## src/rtl/timer_pkg.sv

```systemverilog
// timer_pkg: shared types, width default and register map of the timer peripheral.
package timer_pkg;

    localparam int TIMER_WIDTH = 32;

    typedef enum logic [1:0] {
        IDLE = 2'd0,
        RUN  = 2'd1,
        DONE = 2'd2
    } state_t;

    localparam logic [7:0] OFF_PRE = 8'h00;
    localparam logic [7:0] OFF_ARE = 8'h04;
    localparam logic [7:0] OFF_CLR = 8'h08;
    localparam logic [7:0] OFF_ENA = 8'h0C;
    localparam logic [7:0] OFF_MOD = 8'h10;
    localparam logic [7:0] OFF_CNT = 8'h14;
    localparam logic [7:0] OFF_EVN = 8'h18;
    localparam logic [7:0] OFF_EVC = 8'h1C;

endpackage

```

## src/rtl/timer_prescaler.sv

```systemverilog
// timer_prescaler: divides running cycles by pre+1 and flags the tick cycle.
module timer_prescaler
    import timer_pkg::*;
#(
    parameter int WIDTH = TIMER_WIDTH
) (
    input  logic             clk_i,
    input  logic             rst_ni,
    input  logic             run,
    input  logic             clear,
    input  logic [WIDTH-1:0] pre,
    output logic             tick
);

    logic [WIDTH-1:0] pre_cnt;

    assign tick = run && (pre_cnt == pre);

    // A lowered pre below pre_cnt simply wraps through zero before matching again.
    always_ff @(posedge clk_i or negedge rst_ni) begin
        if (!rst_ni) pre_cnt <= '0;
        else         pre_cnt <= (!run || clear || tick) ? '0 : pre_cnt + 1'b1;
    end

endmodule

```

## src/rtl/timer_ctrl.sv

```systemverilog
// timer_ctrl: run/one-shot sequencer producing next CNT/EVN/EVC/CLR values and the irq pulse.
module timer_ctrl
    import timer_pkg::*;
#(
    parameter int WIDTH = TIMER_WIDTH
) (
    input  logic             clk_i,
    input  logic             rst_ni,
    input  logic [WIDTH-1:0] tim_pre_i,
    input  logic [WIDTH-1:0] tim_are_i,
    input  logic             tim_clr_i,
    input  logic             tim_ena_i,
    input  logic             tim_mod_i,
    input  logic [WIDTH-1:0] tim_cnt_i,
    input  logic [WIDTH-1:0] tim_evn_i,
    input  logic             tim_evc_i,
    output logic [WIDTH-1:0] tim_cnt_o,
    output logic [WIDTH-1:0] tim_evn_o,
    output logic             tim_evc_o,
    output logic             tim_clr_o,
    output logic             irq_o,
    output logic             busy_o
);

    state_t state, state_nxt;
    logic   run, clr, tick, evt, irq_q;

    // Clear is ignored under reset so the next-value outputs stay pass-through.
    assign clr       = tim_clr_i && rst_ni;
    assign run       = (state == RUN) && tim_ena_i;
    assign evt       = tick && !clr && (tim_cnt_i >= tim_are_i);
    assign busy_o    = (state == RUN);
    assign irq_o     = irq_q;
    assign tim_clr_o = 1'b0;

    timer_prescaler #(.WIDTH(WIDTH)) u_pre (
        .clk_i  (clk_i),
        .rst_ni (rst_ni),
        .run    (run),
        .clear  (clr),
        .pre    (tim_pre_i),
        .tick   (tick)
    );

    always_comb begin
        state_nxt = state;
        tim_cnt_o = tim_cnt_i;
        tim_evn_o = tim_evn_i;
        tim_evc_o = tim_evc_i;
        if (clr) begin
            tim_cnt_o = '0;
            tim_evn_o = '0;
            tim_evc_o = 1'b0;
        end else if (tick) begin
            tim_cnt_o = evt ? '0 : tim_cnt_i + 1'b1;
            tim_evn_o = evt ? tim_evn_i + 1'b1 : tim_evn_i;
            tim_evc_o = evt ? 1'b1 : tim_evc_i;
        end
        case (state)
            IDLE:    state_nxt = tim_ena_i ? RUN : IDLE;
            RUN:     state_nxt = !tim_ena_i ? IDLE : (evt && !tim_mod_i) ? DONE : RUN;
            DONE:    state_nxt = (!tim_ena_i || clr) ? IDLE : DONE;
            default: state_nxt = IDLE;
        endcase
    end

    always_ff @(posedge clk_i or negedge rst_ni) begin
        if (!rst_ni) begin
            state <= IDLE;
            irq_q <= 1'b0;
        end else begin
            state <= state_nxt;
            irq_q <= evt;
        end
    end

endmodule
```

## config.mk

```make
export PLATFORM = sky130hd
export DESIGN_NAME = timer_ctrl
export DESIGN_NICKNAME = d
export VERILOG_FILES = /design/src/rtl/timer_pkg.sv /design/src/rtl/timer_prescaler.sv /design/src/rtl/timer_ctrl.sv
export SDC_FILE = /design/constraint.sdc
export NUM_CORES = 1
export LEC_CHECK = 0
export BUFFER_PORTS_ARGS = -buffer_cell sky130_fd_sc_hd__buf_2
export CAP_MARGIN = 10
export CORE_AREA = 2 2 100 102
export CTS_CLUSTER_SIZE = 24
export DETAILED_ROUTE_END_ITERATION = 6
export DIE_AREA = 0 0 102 104
export GPL_ROUTABILITY_DRIVEN = 0
export PLACE_DENSITY = 0.83
export SYNTH_ARGS = -nofsm -noshare
export SYNTH_HDL_FRONTEND = slang
export SYNTH_SLANG_ARGS = --single-unit
```

## constraint.sdc

```tcl
create_clock -name clk_i -period 4.1 [get_ports clk_i]
set_clock_uncertainty 0.1 [all_clocks]
set_input_delay 0.82 -clock clk_i [delete_from_list [all_inputs] [get_ports clk_i]]
set_output_delay 0.82 -clock clk_i [all_outputs]
set_load 0.005 [all_outputs]
```

* After elaboration in Yosys (flattened, before gate mapping)
Cells that the tools add are included.
** Storage, ports and cells
- Register bits :: 35
- Input port bits :: 134
- Output and inout port bits :: 68
- Logic and storage cells :: 39
** Cells by class
- Add/sub/neg operators :: 3
- Order comparisons :: 1
- Equality and inequality tests :: 3
- Muxes and demuxes :: 15
- Reduce and logical (&&, ||, !) cells :: 14
** Operators by type and width (number)
- 32-bit two-way mux :: 7
- 32-bit by 1-bit adder with 32-bit output (second input constant) :: 3
- 32-bit equality test :: 1
- 32-bit greater-or-equal comparator :: 1
- 1-bit logical AND :: 6
- 2-bit two-way mux :: 3
- 2-bit one-hot mux with 3 select lines :: 1
- 1-bit logical NOT :: 4
- 1-bit two-way mux :: 4
- 1-bit logical OR :: 3
- 2-bit by 1-bit equality test with 1-bit output (second input constant) :: 1
- 2-bit equality test (second input constant) :: 1
- 2-bit logical NOT :: 1

* Depth between registers and ports, before layout
Gate-level depths: netlist of run 1.
- Depth in word-level cells :: 9
- Depth in mapped cells :: 10
- Depth with buffers taken out :: 9

* Modules after synthesis
A second synthesis of run 1 with hierarchy kept.
** Second synthesis, totals
- Cells, all modules :: 640
- Area, all modules :: 4665.7 µm²
** By module, submodules not included
- timer_ctrl :: times used 1, cells each 431, area each 2675.1 µm², sequential area each 75.1 µm²
- timer_prescaler :: times used 1, cells each 209, area each 1990.7 µm², sequential area each 800.8 µm²

* Worst setup path after synthesis of run 1
No wires, ideal clock.
- Path type :: input to output
- Start :: input tim_are_i[25]
- End :: output tim_evn_o[24]
- Arrival :: 2.960 ns
- Data required time :: 3.180 ns
- Slack :: 0.220 ns
- Stages :: 10
- Buffers on the path :: 1
- Path through :: inv_1 -> ha_1 -> nand4_1 -> nor4_1 -> o211ai_1 -> o21ai_1 -> o2111ai_2 -> clkbuf_1 -> or3_1 -> a21oi_1
** On the way
- Word-level cells in the longest chain between the ends :: 5
** Ends and longest elaborated chain
- start, declared :: line timer_ctrl.sv:10 : input logic [WIDTH-1:0] tim_are_i,
- 32-bit greater-or-equal comparator :: line timer_ctrl.sv:31 : assign evt = tick && !clr && (tim_cnt_i >= tim_are_i);
- 1-bit logical AND :: line timer_ctrl.sv:31
- 32-bit two-way mux :: line timer_ctrl.sv:56 : tim_evn_o = evt ? tim_evn_i + 1'b1 : tim_evn_i;
- 32-bit two-way mux :: line timer_ctrl.sv:54 : end else if (tick) begin
- 32-bit two-way mux :: line timer_ctrl.sv:50 : if (clr) begin
- end, declared :: line timer_ctrl.sv:18 : output logic [WIDTH-1:0] tim_evn_o,
Every way passes these cells.

* Worst setup path after layout of run 1
- Start :: input tim_cnt_i[21]
- End :: output tim_evn_o[22]
** On the way
- Word-level cells in the longest chain between the ends :: 5
** Ends and longest elaborated chain
- start, declared :: line timer_ctrl.sv:14 : input logic [WIDTH-1:0] tim_cnt_i,
- 32-bit greater-or-equal comparator :: line timer_ctrl.sv:31
- 1-bit logical AND :: line timer_ctrl.sv:31
- 32-bit two-way mux :: line timer_ctrl.sv:56
- 32-bit two-way mux :: line timer_ctrl.sv:54
- 32-bit two-way mux :: line timer_ctrl.sv:50
Every way passes these cells.

==> impl_metrics.csv, run 1 <==
group,metric,value,unit
die,die_x,102,um
sta,drv_slew,0,
yosys,synth_compound_area_frac,0.144,
yosys,yosys-top-cells-count,"nor2_1, xor2_1, a21oi_1",
die,die_h,104,um
setup_path,path_class,"input pin to output port",
sta,setup_viol,36,
grt,grt_pass1_vias,5422,
power_and_ir_drop,powerDensity,162,nW/um^2
sta,slew_headroom,0.571,
layout,final_nets,1057,
power_and_ir_drop,p_leak,3.14,nW
die,die_area,10600,um^2
grt,grt_pass1_wl,25.1,mm
layout,drive_above_1_share,0.361,
yosys,yosysSeqAreaShare,0.191,
placement,io_buffer_count,200,
outcome,status,"finished, violations left",
yosys,synth_edf_count,0,
yosys,synth-main-ff-cell,"dfrtp_1",
route,post_drt_wl_per_cell,16.8,um
cts,clock_path_buffers,2,
sta,fmax,225,MHz
cts,clock-root-buffer,"clkbuf_8",
cts,cts_tree,"yes",
yosys,ys.warnings.count,0,
grt,grt_use_total,0.288,
route,drc,0,
grt,antenna_found_initial,0,
placement,pre_cts_ws,-0.182,ns
route,first_pass_iters,6,
setup_path,worst-path-max-fanout,7,
yosys,syn_nets,806,
yosys,yosysUniqueCellTypes,45,
outcome,violations,"setup timing",
cts,clk_latency,0.29,ns
yosys,synth_simple_gate_area_frac,0.352,
die,ios,202,
sta,final-hold-violation-count,0,
cts,cts_hold_buffers,0,
sta,worst_slew_pin_slew,0.637,ns
power_and_ir_drop,power.total,1.09,mW
setup_path,critPathSlowestCell,"or4_4",
sta,rsz0062_at_grt,"true",
yosys,muxShareOfSynthArea,0.00218,
setup_path,end_kind,"output port",
setup_path,required,3.18,ns
cts,cts_inserted_buffers,5,
layout,n_antenna_cell,0,
yosys,synth_area,4580,um^2
layout,fin_cells,1022,
route,postRouteAntennaNets,0,
route,viasPerCell,5.82,
cts,htreeDepth,2,
sta,hold_ws,0.409,ns
route,routed_wl,17.2,mm
yosys,synth-xor-area-share,0.162,
placement,dp.final_hpwl,12.2,mm
sta,period_minus_slack,4.45,ns
die,rows,36,
die,coreArea,9550,um^2
yosys,synth_top_area_share,0.191,
grt,grt_max_degree,37,
sta,final.setup.tns,-5.80,ns
yosys,async_flop_share,1.00,
power_and_ir_drop,ir_drop,0.230,mV
yosys,synth_cells,637,
route,num_vias,5949,
sta,finalWorstSetupSlack,-0.346,ns
setup_path,crit_path_max_incr_delay,0.49,ns
yosys,ys_ff_latch,35,
yosys,synth_adder_area_share,0.0956,
route,drtIter0Drc,419,
cts,clock-sinks,35,
grt,grt_overflow,0,
setup_path,crit_arrival,3.53,ns
yosys,syn_avg_cell_area,7.19,um^2
flow_run,drv_cap,0,
yosys,synth_most_common_cell,"nor2_1",
placement,dp.cells,1001,
layout,area_growth,47.1,%
sta,fin_crit_sh,1.08,
die,initial_core_util,0.480,
cts,clkTransAtPathRegs,0.07,ns
yosys,synth_top_area_cell,"dfrtp_1",
yosys,synth_top_family_by_area,"simple AND/OR/NAND/NOR gates",
hold_path,worst_hold_path_type,"flip-flop to flip-flop",
setup_path,path_cells,"buf_2, ha_4, nand4_1, nor4_2, buf_4, o211ai_1, o21ai_1, buf_4, o2111ai_4, buf_12, or4_4, a21oi_2, buf_2",
yosys,ys_top_cells_by_area,"dfrtp_1, xor2_1, ha_1",
setup_path,crit_path_start_kind,"input pin",
sequential cells by signal (all words and copies together), names as in the netlist:
signal         flops
u_pre.pre_cnt     32
irq_o              1
state              2
placed cells by master, fill, tap and decap left out, types with 3 or more instances in the layout:
cell type and instances:
nand3_1 41, inv_2 9, a21oi_1 42, and3_1 14, dfrtp_1 35, clkbuf_8 6, nand4_1 25, a21o_1 4
and2_1 7, ha_4 12, nor3_1 14, xnor2_1 26, nor4_1 12, and4_1 9, or3_4 3, o31ai_1 6
nand2_1 46, nor3b_1 3, buf_12 3, nor4_2 3, a21oi_2 9, or3_1 27, buf_4 51, or4_4 3
buf_6 18, nor2_1 79, inv_1 34, xor2_1 59, or4_1 6, ha_1 23, o2111ai_4 3, buf_2 185
a211oi_1 3, o21a_1 5, o21ai_0 35
kinds of logic (layout without fill, tap and decap cells):
family          after synthesis  after routing
buf+inv                      62            314
xor+xnor                     85             85
simple gates                303            303
other cells                   1              1
compound gates              115            115
mux                           1              1
fa+ha+maj                    35             35
flops                        35             35
per-layer routing:
layer	global-route usage	wire (um)	vias up
li1	-	-	2776
met5	0	0	-
met3	0.0329	1400	72
met1	0.362	6590	2743
met2	0.500	8520	358
met4	0.102	702	0
stage by stage:
step | instance area (um^2) | util
finish | 6740 | 0.706
global route | 6740 | 0.706
CTS | 6460 | 0.676
detailed placement | 6070 | 0.636
global placement | 6070 | 0.636
floorplan | 4580 | -
cell type report:
cell class	instances	area (um^2)
multi-input cells	540	3760
fillers	779	2810
repair buffers	262	1660
flip-flops and latches	35	876
inverters	44	168
well taps	133	166
clock buffers	6	82.6
clock inverters	2	35.0
critical path, delay by kind of cell:
kind	cells	cell delay (ns)
AND/OR/NAND/NOR	3	0.98
buffers and inverters	5	0.83
AO/OA/AOI/OAI	4	0.62
adder cells (fa/ha/maj)	1	0.27
path summary, 6_finish.rpt:
| kind | from | slack, ns | depth (start not counted) | to |
|---|---|---|---|---|
| setup / recovery | tim_cnt_i[21] | -0.35 | 13 | tim_evn_o[22] |
| hold / removal | state[0]$_DFF_PN0_ | 0.41 | 1 | state[1]$_DFF_PN0_ |
| setup reg to reg | u_pre.pre_cnt[5]$_DFF_PN0_ | 1.31 | 8 | u_pre.pre_cnt[2]$_DFF_PN0_ |
| hold reg to reg | state[0]$_DFF_PN0_ | 0.41 | 1 | state[1]$_DFF_PN0_ |
| max in group asynchronous | rst_ni | 3.04 | 2 | u_pre.pre_cnt[3]$_DFF_PN0_ |
| min in group asynchronous | rst_ni | 0.52 | 2 | u_pre.pre_cnt[12]$_DFF_PN0_ |
power by group:
part / internal, mW / switching, mW
combinational: 0.196 / 0.222
clock: 0.197 / 0.131
sequential: 0.346 / 0.00176
total: 0.739 / 0.355
repair_timing:
action                     4_1_cts  5_1_grt
setup endpoints to repair       32       62
buffers inserted                 6        3
gates resized for setup         36       43
cloned                           2        2
pin swaps                        6       30
Power figures use the tool's default switching activity.
==> run 2: changes to the inputs <==
==> constraint.sdc (replaced) <==
create_clock -name clk_i -period 4.4 [get_ports clk_i]
set_clock_uncertainty 0.1 [all_clocks]
set_input_delay 0.88 -clock clk_i [delete_from_list [all_inputs] [get_ports clk_i]]
set_output_delay 0.88 -clock clk_i [all_outputs]
set_load 0.005 [all_outputs]
==> run 2 against run 1 <==
  * Critical endpoint is now tim_evn_o[8]
  * Worst hold slack worse by 0.024 ns
  * The run still ends with setup timing left
  * Highest routed layer unchanged
  * Global-route usage is 2.7 points lower
  * Flip-flop and latch count stayed put
  * Sequential power is 6.9% lower
  * Largest cell class unchanged
  * Count of clock-buffer cells in the layout is 1 lower
  * Critical path type unchanged
==> impl_metrics.csv, run 2 (synthesis results as in run 1) <==
group,metric,value,unit
cts,clock-sinks,35,
layout,n_antenna_cell,0,
die,ios,202,
layout,largest_reg_flops,32,
layout,area_growth,38.5,%
route,routed_wl,15.5,mm
hold_path,worst_hold_path_type,"flip-flop to flip-flop",
cts,clock-root-buffer,"clkbuf_8",
sta,period_minus_slack,4.41,ns
setup_path,crit_path_start_kind,"input pin",
cts,cts_inserted_buffers,5,
die,die_x,102,um
route,drc,0,
sta,rsz0062_at_grt,"true",
cts,clock_path_buffers,2,
route,top_layer_used,"met4",
grt,grt_max_degree,37,
power_and_ir_drop,p_leak,2.94,nW
grt,grt_pass1_wl,22.8,mm
power_and_ir_drop,powerDensity,145,nW/um^2
cts,clk_latency,0.30,ns
placement,io_buffer_count,200,
sta,fmax,227,MHz
route,viasPerCell,5.63,
cts,clkTransAtPathRegs,0.07,ns
sta,slew_headroom,0.583,
sta,finalWorstSetupSlack,-0.0149,ns
die,initial_core_util,0.480,
power_and_ir_drop,ir_drop,0.180,mV
route,wl_met3,1.32,mm
power_and_ir_drop,power.total,0.918,mW
die,rows,36,
outcome,violations,"setup timing",
route,num_vias,5547,
route,postRouteAntennaNets,0,
cts,htreeDepth,2,
route,wirelength_met1,6.26,mm
sta,final-hold-violation-count,0,
route,post_drt_wl_per_cell,15.7,um
sta,hold_ws,0.385,ns
layout,top_register,"u_pre.pre_cnt",
setup_path,crit_arrival,3.43,ns
cts,cts_hold_buffers,0,
sta,worst_slew_pin_slew,0.620,ns
layout,final_cell_mix,"buf_2, nor2_1, xor2_1",
layout,final_core_util,0.665,
route,first_pass_iters,7,
flow_run,drv_cap,0,
route,drtIter0Drc,306,
setup_path,end_kind,"output port",
setup_path,required,3.42,ns
grt,grt_use_total,0.261,
grt,grt_overflow,0,
die,coreArea,9550,um^2
layout,drive_above_1_share,0.324,
die,die_h,104,um
sta,fin_crit_sh,1.00,
placement,dp.final_hpwl,11.9,mm
sta,setup_viol,2,
setup_path,worst-path-max-fanout,7,
route,met2_length,7.65,mm
setup_path,path_class,"input pin to output port",
die,die_area,10600,um^2
layout,final_nets,1021,
grt,grt_pass1_vias,4832,
grt,antenna_found_initial,0,
sta,drv_slew,0,
outcome,status,"finished, violations left",
cts,cts_tree,"yes",
layout,final_common_cell,"buf_2",
## run 2: changes by cell type in the layout (fill, tap and decap cells not counted), sizes merged
cell	previous run	this run
bufinv	1	0
clkbuf	9	7
clkinvlp	0	2
buf	259	224
## run 2: through the flow
step | instances | setup WS (ns) | TNS (ns) | instance area, um^2
after detailed placement | 971 | -0.0643 | -0.303 | 5850
after CTS | 979 | 0.0189 | 0 | 5950
after global routing | 986 | -0.0970 | -0.511 | 6350
final | 986 | -0.0149 | -0.0251 | 6350
after floorplan | 637 | 0.400 | 0 | 4580
after global placement | 971 | -0.0292 | -0.0727 | 5850
## run 2: final timing paths
check,start,end,slack [ns],cells after the start
min in group asynchronous,rst_ni,u_pre.pre_cnt[14]$_DFF_PN0_,0.56,2
max in group asynchronous,rst_ni,u_pre.pre_cnt[19]$_DFF_PN0_,3.31,2
worst min-delay path,state[0]$_DFF_PN0_,state[1]$_DFF_PN0_,0.38,1
worst max register to register,u_pre.pre_cnt[15]$_DFF_PN0_,state[1]$_DFF_PN0_,1.94,9
worst max-delay path,tim_are_i[26],tim_evn_o[8],-0.01,13
worst min register to register,state[0]$_DFF_PN0_,state[1]$_DFF_PN0_,0.38,1
## run 2: what timing repair did
| item | in CTS | in global routing |
|---|---|---|
| setup endpoints to repair | 10 | 31 |
| gates resized for setup | 3 | 58 |
| setup buffers | 0 | 5 |
| cloned | 0 | 2 |
| pin swaps | 0 | 19 |
## run 2: metal layers
layer  vias to the layer above  GRT usage
li1                       2707          -
met1                      2548      0.331
met2                       263      0.454
met3                        29     0.0410
met4                         0     0.0686
met5                         -          0
## run 2: critical path: stages
cell	delay, ns
buf_6	0.07
inv_2	0.03
ha_4	0.25
nand4_1	0.20
nor4_4	0.38
o211ai_1	0.14
o21ai_1	0.20
buf_4	0.17
o2111ai_4	0.19
buf_12	0.20
or4_4	0.47
a21oi_2	0.13
buf_2	0.12
## run 2: layout make-up
| cell class | instances | area (um^2) |
|---|---|---|
| multi-input cells | 540 | 3700 |
| repair buffers | 226 | 1350 |
| clock buffers | 5 | 68.8 |
| inverters | 44 | 165 |
| well taps | 133 | 166 |
| clock inverters | 3 | 20.0 |
| flip-flops and latches | 35 | 876 |
| fillers | 828 | 3200 |
## run 2: report_power, final
group,total (mW),leakage [nW],internal (mW),switching [mW]
logic,0.358,2.41,0.164,0.194
clock network,0.236,0.0402,0.110,0.126
registers,0.324,0.486,0.323,0.00152
total,0.918,2.94,0.597,0.321
==> run 3: changes to the inputs <==
--- a/config.mk
+++ b/config.mk
@@ -7,12 +7,13 @@
 export LEC_CHECK = 0
 export BUFFER_PORTS_ARGS = -buffer_cell sky130_fd_sc_hd__buf_2
 export CAP_MARGIN = 10
-export CORE_AREA = 2 2 100 102
+export CORE_AREA = 2 2 101 103
 export CTS_CLUSTER_SIZE = 24
 export DETAILED_ROUTE_END_ITERATION = 6
-export DIE_AREA = 0 0 102 104
+export DIE_AREA = 0 0 103 105
 export GPL_ROUTABILITY_DRIVEN = 0
 export PLACE_DENSITY = 0.83
 export SYNTH_ARGS = -nofsm -noshare
 export SYNTH_HDL_FRONTEND = slang
+export SYNTH_HIERARCHICAL = 1
 export SYNTH_SLANG_ARGS = --single-unit
==> run 3 against run 2 <==
  * The flow still finishes with violations (setup timing)
  * Critical path depth is 1 lower
  * Largest power group unchanged
  * Utilization grew 2.7 points
  * Via count up 2.1%
  * Maximum frequency fell by 4.3%
  * Sequential share of layout area is 0.67 points lower
  * Clock power rose by 18%
==> impl_metrics.csv, run 3 <==
group,metric,value,unit
power_and_ir_drop,ir_drop,0.169,mV
sta,rsz0062_at_grt,"true",
cts,clock-root-buffer,"clkbuf_8",
outcome,violations,"setup timing",
yosys,ys_top_cells_by_area,"dfrtp_1, xor2_1, ha_1",
placement,pre_cts_ws,-0.158,ns
grt,grt_pass1_vias,5056,
yosys,ys_ff_latch,35,
sta,final-hold-violation-count,0,
cts,cts_tree,"yes",
setup_path,worst-path-max-fanout,5,
layout,final_common_cell,"buf_2",
layout,final_nets,1055,
die,die_h,105,um
yosys,syn_nets,809,
setup_path,critPathSlowestCell,"or4_1",
cts,clock-sinks,35,
cts,clkTransAtPathRegs,0.06,ns
outcome,status,"finished, violations left",
setup_path,timing.rr.end,"u_pre/pre_cnt[21]$_DFF_PN0_",
grt,grt_use_total,0.269,
layout,final_cell_mix,"buf_2, nor2_1, xor2_1",
sta,period_minus_slack,4.61,ns
layout,largest_reg_flops,32,
layout,top_register,"u_pre/pre_cnt",
yosys,synth-main-ff-cell,"dfrtp_1",
cts,clock_path_buffers,2,
die,coreArea,9640,um^2
setup_path,crit_top_cell,"buf_2",
cts,cts_hold_buffers,0,
setup_path,required,3.42,ns
route,postRouteAntennaNets,0,
grt,top_usage_layer,"met2",
yosys,synth_area,4670,um^2
sta,fmax,217,MHz
route,post_drt_wl_per_cell,15.6,um
grt,antenna_found_initial,1,
sta,worst_slew_pin_slew,0.990,ns
setup_path,crit_path_max_incr_delay,0.44,ns
cts,htreeDepth,2,
route,first_pass_iters,5,
yosys,ys.warnings.count,6,
grt,met2_usage,0.465,
die,rows,36,
power_and_ir_drop,powerDensity,145,nW/um^2
placement,dp.cells,980,
setup_path,crit_arrival,3.63,ns
layout,drive_above_1_share,0.375,
placement,dp.final_hpwl,12.0,mm
route,routed_wl,15.9,mm
grt,grtUsageMet1,0.336,
cts,cts_inserted_buffers,5,
setup_path,rrSetupSlack,0.27,ns
yosys,synth_cells,640,
yosys,yosysSeqAreaShare,0.188,
layout,fin_cells,1020,
setup_path,r2r_cells,22,
sta,setup_viol,46,
yosys,syn_avg_cell_area,7.29,um^2
sta,fin_crit_sh,1.05,
grt,grt_overflow,0,
setup_path,path_cells,"buf_2, xor2_1, nor4_1, nand4_1, nor3_4, buf_6, buf_4, nand2_4, or3_1, or4_1, a21oi_2, buf_2",
die,die_area,10800,um^2
setup_path,critPathLaunch,"tim_pre_i[4]",
setup_path,crit_path_start_kind,"input pin",
sta,slew_headroom,0.334,
yosys,synth_top_area_share,0.188,
flow_run,drv_cap,0,
setup_path,r2r-start,"u_pre/pre_cnt[23]$_DFF_PN0_",
setup_path,end_kind,"output port",
cts,clk_latency,0.29,ns
setup_path,path_class,"input pin to output port",
grt,use_met3,0.0441,
yosys,synth_edf_count,0,
sta,finalWorstSetupSlack,-0.214,ns
die,die_x,103,um
layout,fillers,782,
hold_path,worst_hold_path_type,"flip-flop to flip-flop",
setup_path,endpoint,"tim_evn_o[30]",
yosys,yosys-top-cells-count,"nor2_1, xor2_1, nand2_1",
setup_path,path_delay_family,"simple AND/OR/NAND/NOR gates",
route,viasPerCell,5.55,
grt,grt_pass1_wl,23.6,mm
die,ios,202,
setup_path,crit_buf_inv,4,
yosys,synth_top_area_cell,"dfrtp_1",
sta,drv_slew,0,
layout,area_growth,42.9,%
route,drc,0,
sta,final.setup.tns,-3.86,ns
yosys,async_flop_share,1.00,
yosys,yosysUniqueCellTypes,44,
route,num_vias,5666,
power_and_ir_drop,p_leak,3.18,nW
yosys,synth_most_common_cell,"nor2_1",
route,drtIter0Drc,432,
grt,grt_max_degree,36,
setup_path,critical_path_depth,12,
placement,io_buffer_count,200,
die,initial_core_util,0.484,
-- run 3: kinds of logic (layout without fill, tap and decap cells) --
| group | count (synthesis) | count (layout) | share of synthesized area |
|---|---|---|---|
| other cells | 1 | 2 | 0.000804 |
| buf+inv | 76 | 322 | 0.0652 |
| fa+ha+maj | 35 | 35 | 0.0939 |
| simple gates | 307 | 307 | 0.353 |
| xor+xnor | 92 | 92 | 0.173 |
| compound gates | 94 | 94 | 0.126 |
| flops | 35 | 35 | 0.188 |
-- run 3: power breakdown --
part / switching (mW) / internal [mW] / leakage (nW)
Sequential: 0.00163 / 0.323 / 0.486
Clock: 0.112 / 0.166 / 0.0513
Combinational: 0.202 / 0.159 / 2.64
-- run 3: layer usage --
metal / routed length (um) / vias to the layer above
li1: - / 2768
met1: 6370 / 2554
met2: 7680 / 292
met3: 1320 / 52
met4: 574 / 0
met5: 0 / -
-- run 3: repair_timing --
item                                    in CTS  in global routing
endpoints found under the setup margin      22                 78
resized for setup                           10                 50
endpoints found under the hold margin        0                  0
pin swaps                                    5                 26
setup buffers                               23                  9
gates cloned                                 0                  2
-- run 3: final cells by class --
type / count / area [um^2] / share of cell area
Antenna cell: 1 / 2.50 / 0.000375
Sequential cell: 35 / 876 / 0.131
Timing Repair Buffer: 264 / 1600 / 0.240
Clock inverter: 1 / 30.0 / 0.00450
Inverter: 51 / 195 / 0.0293
Clock buffer: 6 / 72.6 / 0.0109
Tap cell: 133 / 166 / 0.0250
Multi-Input combinational cell: 529 / 3730 / 0.559
-- run 3: metrics by stage --
stage | power, mW | hold slack [ns] | cell area [um^2] | util
after global placement | 0.662 | 0.350 | 6010 | 0.623
final | 0.964 | 0.368 | 6670 | 0.692
after floorplan | 0.480 | 0.330 | 4670 | -
after detailed placement | 0.665 | 0.357 | 6010 | 0.623
after CTS | 0.942 | 0.366 | 6330 | 0.657
after global routing | 1.03 | 0.385 | 6670 | 0.692
-- run 3: worst min-delay path by stage --
stage,cells past startpoint,start,to
6_report,1,state[0]$_DFF_PN0_,state[0]$_DFF_PN0_
5_1_grt,1,state[0]$_DFF_PN0_,state[0]$_DFF_PN0_
4_1_cts,1,state[0]$_DFF_PN0_,state[0]$_DFF_PN0_
3_5_place_dp,1,state[0]$_DFF_PN0_,state[0]$_DFF_PN0_
3_3_place_gp,1,state[0]$_DFF_PN0_,state[0]$_DFF_PN0_
2_1_floorplan,1,state[0]$_DFF_PN0_,state[0]$_DFF_PN0_
